==> src/rtl/branch_predictor.sv <==
// rtl/branch_predictor.sv - BHT/BTB branch predictor with in-flight prediction queue
module branch_predictor #(
  parameter int BHT_ENTRIES = 64,
  parameter int BTB_ENTRIES = 16,
  parameter int PQ_DEPTH    = 8
) (
  input  logic        clock,
  input  logic        reset,
  input  logic        fetch_valid,
  input  logic [31:0] fetch_pc,
  output logic        fetch_ready,
  output logic        pred_taken,
  output logic [31:0] pred_dst,
  input  logic        resolve_valid,
  input  logic [31:0] resolve_src,
  input  logic [31:0] resolve_dst,
  input  logic        resolve_taken,
  output logic        resolve_right
);

  localparam int BHT_IW = $clog2(BHT_ENTRIES);
  localparam int BTB_IW = $clog2(BTB_ENTRIES);
  localparam int TAG_W  = 30 - BTB_IW;
  localparam int PW     = $clog2(PQ_DEPTH);
  localparam logic [PW:0] PTR_ONE = 1;

  logic [1:0]       bht        [BHT_ENTRIES];
  logic             btb_valid  [BTB_ENTRIES];
  logic [TAG_W-1:0] btb_tag    [BTB_ENTRIES];
  logic [31:0]      btb_target [BTB_ENTRIES];

  logic [31:0] q_src   [PQ_DEPTH];
  logic [31:0] q_dst   [PQ_DEPTH];
  logic        q_taken [PQ_DEPTH];
  // One extra pointer bit separates full from empty when the indices match.
  logic [PW:0] head;
  logic [PW:0] tail;

  logic [BHT_IW-1:0] fetch_bht_idx;
  logic [BTB_IW-1:0] fetch_btb_idx;
  logic [BHT_IW-1:0] res_bht_idx;
  logic [BTB_IW-1:0] res_btb_idx;
  logic [PW-1:0]     head_idx;
  logic [PW-1:0]     tail_idx;
  logic              empty;
  logic              full;
  logic              pop;
  logic              flush;
  logic              push;

  assign fetch_bht_idx = fetch_pc[BHT_IW+1:2];
  assign fetch_btb_idx = fetch_pc[BTB_IW+1:2];
  assign res_bht_idx   = resolve_src[BHT_IW+1:2];
  assign res_btb_idx   = resolve_src[BTB_IW+1:2];
  assign head_idx      = head[PW-1:0];
  assign tail_idx      = tail[PW-1:0];

  assign empty = (head == tail);
  assign full  = (head[PW] != tail[PW]) && (head_idx == tail_idx);

  // Fetch-side lookup reads the tables as they stand before this cycle's update.
  always_comb begin
    pred_taken = btb_valid[fetch_btb_idx]
              && (btb_tag[fetch_btb_idx] == fetch_pc[31:BTB_IW+2])
              && bht[fetch_bht_idx][1];
    pred_dst   = pred_taken ? btb_target[fetch_btb_idx] : fetch_pc + 32'd4;
  end

  // Compare the resolving branch against the oldest outstanding prediction.
  always_comb begin
    resolve_right = resolve_valid && !empty
                 && (q_src[head_idx] == resolve_src)
                 && (q_taken[head_idx] == resolve_taken)
                 && (!resolve_taken || (q_dst[head_idx] == resolve_dst));
  end

  // A correct resolve frees the head slot, so a full queue can still take a push that cycle.
  assign fetch_ready = !full;
  assign pop   = resolve_valid && resolve_right;
  assign flush = resolve_valid && !resolve_right;
  assign push  = fetch_valid && !flush && (fetch_ready || pop);

  // Queue pointers: mispredict flushes by collapsing head onto tail.
  always_ff @(posedge clock or posedge reset) begin
    if (reset) begin
      head <= '0;
      tail <= '0;
    end else if (flush) begin
      head <= tail;
    end else begin
      if (pop)  head <= head + PTR_ONE;
      if (push) tail <= tail + PTR_ONE;
    end
  end

  // Queue payload written at the tail slot on every accepted push.
  always_ff @(posedge clock) begin
    if (push) begin
      q_src[tail_idx]   <= fetch_pc;
      q_taken[tail_idx] <= pred_taken;
      q_dst[tail_idx]   <= pred_dst;
    end
  end

  // Train direction counters on every resolve; taken resolves also install the target.
  always_ff @(posedge clock or posedge reset) begin
    if (reset) begin
      for (int i = 0; i < BHT_ENTRIES; i++) bht[i] <= 2'd1;
      for (int i = 0; i < BTB_ENTRIES; i++) begin
        btb_valid[i]  <= 1'b0;
        btb_tag[i]    <= '0;
        btb_target[i] <= '0;
      end
    end else if (resolve_valid) begin
      if (resolve_taken) begin
        if (bht[res_bht_idx] != 2'd3) bht[res_bht_idx] <= bht[res_bht_idx] + 2'd1;
        btb_valid[res_btb_idx]  <= 1'b1;
        btb_tag[res_btb_idx]    <= resolve_src[31:BTB_IW+2];
        btb_target[res_btb_idx] <= resolve_dst;
      end else if (bht[res_bht_idx] != 2'd0) begin
        bht[res_bht_idx] <= bht[res_bht_idx] - 2'd1;
      end
    end
  end

endmodule

==> config.mk <==
export PLATFORM = sky130hd
export DESIGN_NAME = branch_predictor
export DESIGN_NICKNAME = d
export VERILOG_FILES = /design/src/rtl/branch_predictor.sv
export SDC_FILE = /design/constraint.sdc
export NUM_CORES = 2
export LEC_CHECK = 0
export CORE_MARGIN = 10
export CORE_UTILIZATION = 30
export CTS_CLUSTER_DIAMETER = 40
export DETAILED_ROUTE_END_ITERATION = 6
export DONT_BUFFER_PORTS = 1
export PLACE_DENSITY = 0.55
export SYNTH_ARGS = -nofsm -noshare
export SYNTH_HDL_FRONTEND = slang
export SYNTH_SLANG_ARGS = --single-unit
==> constraint.sdc <==
create_clock -name clock -period 84.6 [get_ports clock]
set_input_delay 16.92 -clock clock [delete_from_list [all_inputs] [get_ports clock]]
set_output_delay 16.92 -clock clock [all_outputs]
set_load 0.05 [all_outputs]
# Word level (Yosys, flattened, before mapping)
# Memories as Yosys holds them, arrays and structs flattened.
# Index checks and enable logic that the tools add are counted.
[classes]
order_cmp = 6
mux = 35
eq_ne = 9
n_bitwise = 6
n_addsub = 5
n_reduce_logical = 26
[op_table]
columns = ["op", "n"]
rows = [
  ["$bwmux 512", 1],
  ["$bwmux 416", 1],
  ["$mux 128", 3],
  ["$bwmux 128", 2],
  ["$bmux 32 s4", 1],
  ["$demux 32 s4", 1],
  ["$mux 32", 4],
  ["$bmux 26 s4", 1],
  ["$demux 26 s4", 1],
  ["$mux 26", 3],
  ["$eq 32x32->1", 2],
  ["$add 32x3->32 const B", 1],
  ["$eq 26x26->1", 1],
  ["$bmux 2 s6", 2],
  ["$or 16x16->16", 1],
  ["$ge 7x7->1 const B", 2],
  ["$not 6->7", 2],
  ["$logic_and 1x1->1", 13],
  ["$demux 2 s6", 1],
  ["$ge 5x5->1 const B", 2],
  ["$mux 2", 5],
  ["$not 4->5", 2],
  ["$add 4x1->4 const B", 2],
  ["$mux 4", 2],
  ["other kinds (19)", 31],
]
[word_totals]
ram_bits = 520
mem_count = 3
reg_bits = 1080
elab_cells = 204
input_bits = 101
[memory_table]
columns = ["memory", "words", "width", "rd", "rd_clocked_by_memory_dff", "write_ports", "line_no", "rtl"]
rows = [
  ["q_dst", 8, 32, 1, 0, 1, "33", "logic [31:0] q_dst [PQ_DEPTH];"],
  ["q_src", 8, 32, 1, 0, 1, "32", "logic [31:0] q_src [PQ_DEPTH];"],
  ["q_taken", 8, 1, 1, 0, 1, "34", "logic q_taken [PQ_DEPTH];"],
]

# Logic depth before layout (Yosys ltp)
[logic_depth]
depth_word = 13
depth_mapped = 17
depth_no_buf = 14

# Least setup slack after synthesis
# OpenSTA, ideal clock, no wires.
[synth_path]
path_type = "input to output"
startpoint = "in fetch_pc[3]"
endpoint = "out pred_taken"
path_slack_ps = 46020
arrival_ps = 21660
n_path_buf = 5
stages = 13
cell_sequence = "buf_2 > buf_4 > buf_4 > buf_4 > buf_2 > mux4_2 > mux2i_1 > a21oi_1 > xor2_1 > nor4_1 > nand4_1 > or4_1 > nor4_1"
[synth_between]
elab_chain_len = 7
[synth_rtl]
columns = ["item", "line_no", "rtl"]
rows = [
  ["from (decl)", "10", "input logic [31:0] fetch_pc,"],
  ["$not 4->5 (implied by the code)", "63, 64", ""],
  ["$bmux 26 s4", "64", "&& (btb_tag[fetch_btb_idx] == fetch_pc[31:BTB_IW+2])"],
  ["$mux 26 (implied by the code) (2 in a row)", "64", ""],
  ["$eq 26x26->1", "64", ""],
  ["$logic_and 1x1->1", "64", ""],
  ["$logic_and 1x1->1 (*)", "65", "&& bht[fetch_bht_idx][1];"],
  ["to (decl)", "12", "output logic pred_taken,"],
]
# Every way passes the cells marked *; elsewhere a longest branch is shown, timed or not. The select of a mux whose other input is x is not followed.

# Final worst setup path
[layout_path]
startpoint = "in fetch_pc[3]"
endpoint = "out pred_dst[2]"
[layout_between]
elab_chain_len = 8
[layout_rtl]
columns = ["item", "line_no", "rtl"]
rows = [
  ["$not 4->5 (implied by the code)", "63, 64, 66", ""],
  ["$bmux 26 s4", "64", ""],
  ["$mux 26 (implied by the code) (2 in a row)", "64", ""],
  ["$eq 26x26->1", "64", ""],
  ["$logic_and 1x1->1", "64", ""],
  ["$logic_and 1x1->1", "65", ""],
  ["$mux 32 (*)", "66", "pred_dst = pred_taken ? btb_target[fetch_btb_idx] : fetch_pc + 32'd4;"],
  ["to (decl)", "13", "output logic [31:0] pred_dst,"],
]
# Marked as above.

==> metrics <==
outcome finished, violations left; violated checks DRC; pin count of the biggest net entering global routing 266; antenna violations before repair 13; part of the power in combinational logic 18.0%; endpoint type of the worst setup path primary output; proportion of power drawn by flip-flops and latches 44.7%; launch point of the worst reg-to-reg path head[1]$_DFFE_PP0P_; std cell rows 178; P per Cell Area 27.5 nW/um2; switching fraction of total power 27.0%; worst clock skew 34.4 ps; number of cells on the worst reg-to-reg path 14; net count of the mapped netlist 4285; total congestion overflow 0; Cell Area, Placed 74000 um2; post-synthesis sequential element count 1600; clock-pin slew on the worst setup and hold paths 50 ps; number of filler cells placed in the layout 22400; maximum count of clock buffers along a single path 3; core region area 235000 um2; full die area 255000 um2; most common cell after layout, fill and taps aside mux2_2; reported max-cap violation count 0; total track usage 15.5%; area added between synthesis and finish 13.7%; worst-path fanout max 264; final cell utilization of the core 34.2%; startpoint-to-endpoint class of the critical path in -> out; root cell of the clock tree clkbuf_16; final setup violation count 0; worst hold endpoint btb_valid[4]$_DFFE_PP0P_; setup slack of the worst register-to-register path 76880 ps; met1 track utilization from global routing 20.2%; die width 505 um; met2 usage in global routing 26.3%; static leakage 31.6 nW; transition time of the tightest slew-check pin 1060 ps; 1st-iter DRT viols 2824; clock period minus worst slack 38380 ps; end of the worst register-to-register path q_dst[3][6]$_DFFE_PP_; final setup TNS 0 ps; PostCTS Resize Cnt 0; commonest cells after routing, fill and taps aside 1022 x mux2_2, 1013 x dfrtp_1, 520 x edfxtp_1, 433 x mux4_2, 186 x clkbuf_16; Top Usage Layer GRT met2; worst-case headroom to the max-slew limit 29.4%; critical path arrival 21460 ps; CTS tree yes; type of origin of the critical path input pin; netlist area before placement 70700 um2; Cells after Synth 4179; number of post-CTS setup repair buffers 0; vias per inst 5.13; y dimension of the die 505 um; wire length of the first global-routing pass 294000 um; number of flops mapped to enable cells by yosys 520; number of hold-slack violations in the final timing report 0; met3 track demand over resource 2.72%; number of buffers created by CTS 184; clk sinks 1600; internal portion of total power 1.62 mW; number of iterations in the first detailed-routing pass 7; # IOs 136; Async SR Flop Fraction 67.5%; Yosys warning count 0; relative contribution of the clock network to total power 37.3%; H-tree levels 4; via count of the first global-routing pass 40200; distinct cell type count after synthesis 56; HPWL after detailed placement 118000 um; total of hold buffers inserted after clock tree synthesis 0; Final Routed Wirelength 201000 um; number of instances on the worst hold path 1; number of pins with negative max-slew slack in the final report 0; Worst IR Drop VDD 24.0 uV; worst min-delay path class reg -> reg; most instantiated flip-flop cell in the synthesis netlist dfrtp_1; top achievable clock speed 0.0261 GHz; number of nets in the final layout 4213; fraction of layout cells with a size suffix above 1 45.2%; routability congestion estimate from global placement 0.760; number of vias in the routed layout 38000; RSZ-0062 raised after global routing no; hold wc startpoint btb_valid[4]$_DFFE_PP0P_; sequential cell area fraction in the yosys report 60.4%; syn avg cell area 16.9 um2; wire length per cell after detailed routing 27.1 um; Post-route DRC 1; number of input and output port buffers inserted 0; worst-skew pair later-pin latency 830 ps; portion of the clock cycle consumed by the worst path in the final layout 45.4%; required time reported for the critical path endpoint 67680 ps; starting density of the core 30.1%; power dissipated by switching net loads 0.597 mW; Design Area, Final 80400 um2; count of nets left with antenna violations after detail routing 0
## kinds of logic (layout without fill, tap and decap cells)
logic type	Yosys count	after routing	synth area share [%]
and+or+nand+nor	360	360	2.54
adders and majority gates	5	5	0.0885
other	0	2	0
AOI/OAI and AO/OA	181	181	1.56
buffers and inverters	333	423	2.02
xor gates and xnor gates	117	117	1.45
DFF	1600	1600	60.4
muxes	1583	1583	31.9
## registers in the layout, indices dropped and copies added, names as in the netlist, named ones only
| register | cells |
|---|---|
| btb_valid | 16 |
| q_taken | 8 |
| btb_tag | 416 |
| q_src | 256 |
| tail | 4 |
| q_dst | 256 |
| head | 4 |
| btb_target | 512 |
| bht | 64 |
## power groups by stage
stage / Clock [mW] / Combinational [mW] / Sequential (mW)
after floorplan: 0 / 0.318 / 0.978
after global placement: 0 / 0.397 / 0.999
after detailed placement: 0 / 0.403 / 1.00
after CTS: 0.843 / 0.404 / 0.989
after global routing: 0.874 / 0.428 / 1.00
final: 0.825 / 0.399 / 0.988
## final cells by class
class | count | area [um2] | share of cell area, %
Clock inverter | 122 | 1420 | 1.77
Timing Repair Buffer | 63 | 531 | 0.660
Antenna cell | 2 | 5.00 | 0.00623
Inverter | 12 | 52.6 | 0.0654
Sequential cell | 1600 | 42700 | 53.2
Tap cell | 3150 | 3940 | 4.91
Multi-Input combinational cell | 2246 | 26700 | 33.3
Clock buffer | 226 | 4920 | 6.13
## critical path, stage by stage
cell	delay (ps)
mux4_2	680
mux4_2	540
xnor2_1	320
and3_1	240
nand4bb_1	130
nor4b_2	230
nand4_1	160
nor4_4	220
buf_4	670
mux2i_2	920
## cells in the mapped netlist, types with 6 or more instances
| cell | number | share of area, % |
|---|---|---|
| o21ai_0 | 40 | 0.28 |
| nand3_1 | 22 | 0.16 |
| inv_1 | 11 | 0.058 |
| buf_6 | 9 | 0.14 |
| a21oi_1 | 72 | 0.51 |
| nand4_1 | 24 | 0.21 |
| and4b_1 | 6 | 0.085 |
| dfstp_2 | 64 | 2.4 |
| buf_4 | 12 | 0.13 |
| nor3_1 | 10 | 0.071 |
| or2_2 | 10 | 0.089 |
| buf_1 | 73 | 0.39 |
| xor2_1 | 54 | 0.67 |
| edfxtp_1 | 520 | 22 |
| mux2i_1 | 125 | 1.8 |
| nor2_1 | 151 | 0.80 |
| clkbuf_1 | 177 | 0.94 |
| nand2b_1 | 17 | 0.15 |
| nor4_1 | 12 | 0.11 |
| nor2b_1 | 15 | 0.13 |
| and3_1 | 17 | 0.15 |
| mux2_2 | 1022 | 16 |
| a211oi_1 | 10 | 0.11 |
| nand2_1 | 51 | 0.27 |
| dfrtp_1 | 1016 | 36 |
| a22oi_1 | 38 | 0.40 |
| mux4_2 | 433 | 14 |
| xnor2_1 | 63 | 0.78 |
| buf_2 | 50 | 0.35 |
## per-layer routing
| metal | share of wire [%] | routed length (um) |
|---|---|---|
| met1 | 42 | 85600 |
| met2 | 50 | 99900 |
| met3 | 5.1 | 10300 |
| met4 | 2.8 | 5650 |
| met5 | 0.0065 | 13 |
## through the flow
| stage | hold WS [ps] | cells | power, mW | setup WS (ps) |
|---|---|---|---|---|
| after global placement | 448 | 7071 | 1.40 | 46360 |
| after CTS | 469 | 7419 | 2.24 | 46370 |
| after detailed placement | 448 | 7071 | 1.41 | 46370 |
| after floorplan | 429 | 4179 | 1.30 | 37380 |
| after global routing | 481 | 7420 | 2.30 | 46340 |
| final | 467 | 7421 | 2.21 | 46220 |
## how the worst max path moves through the flow
stage	startpoint	end	slack (ps)	cells past startpoint
after global routing	fetch_pc[3]	pred_dst[2]	46340	10
after floorplan	reset	bht[101]$_DFFE_PP0P_	37380	1
after CTS	fetch_pc[2]	pred_dst[2]	46370	10
final	fetch_pc[3]	pred_dst[2]	46220	10
after global placement	fetch_pc[2]	pred_dst[2]	46360	10
after detailed placement	fetch_pc[2]	pred_dst[2]	46370	10
Power figures use the tool's default switching activity.
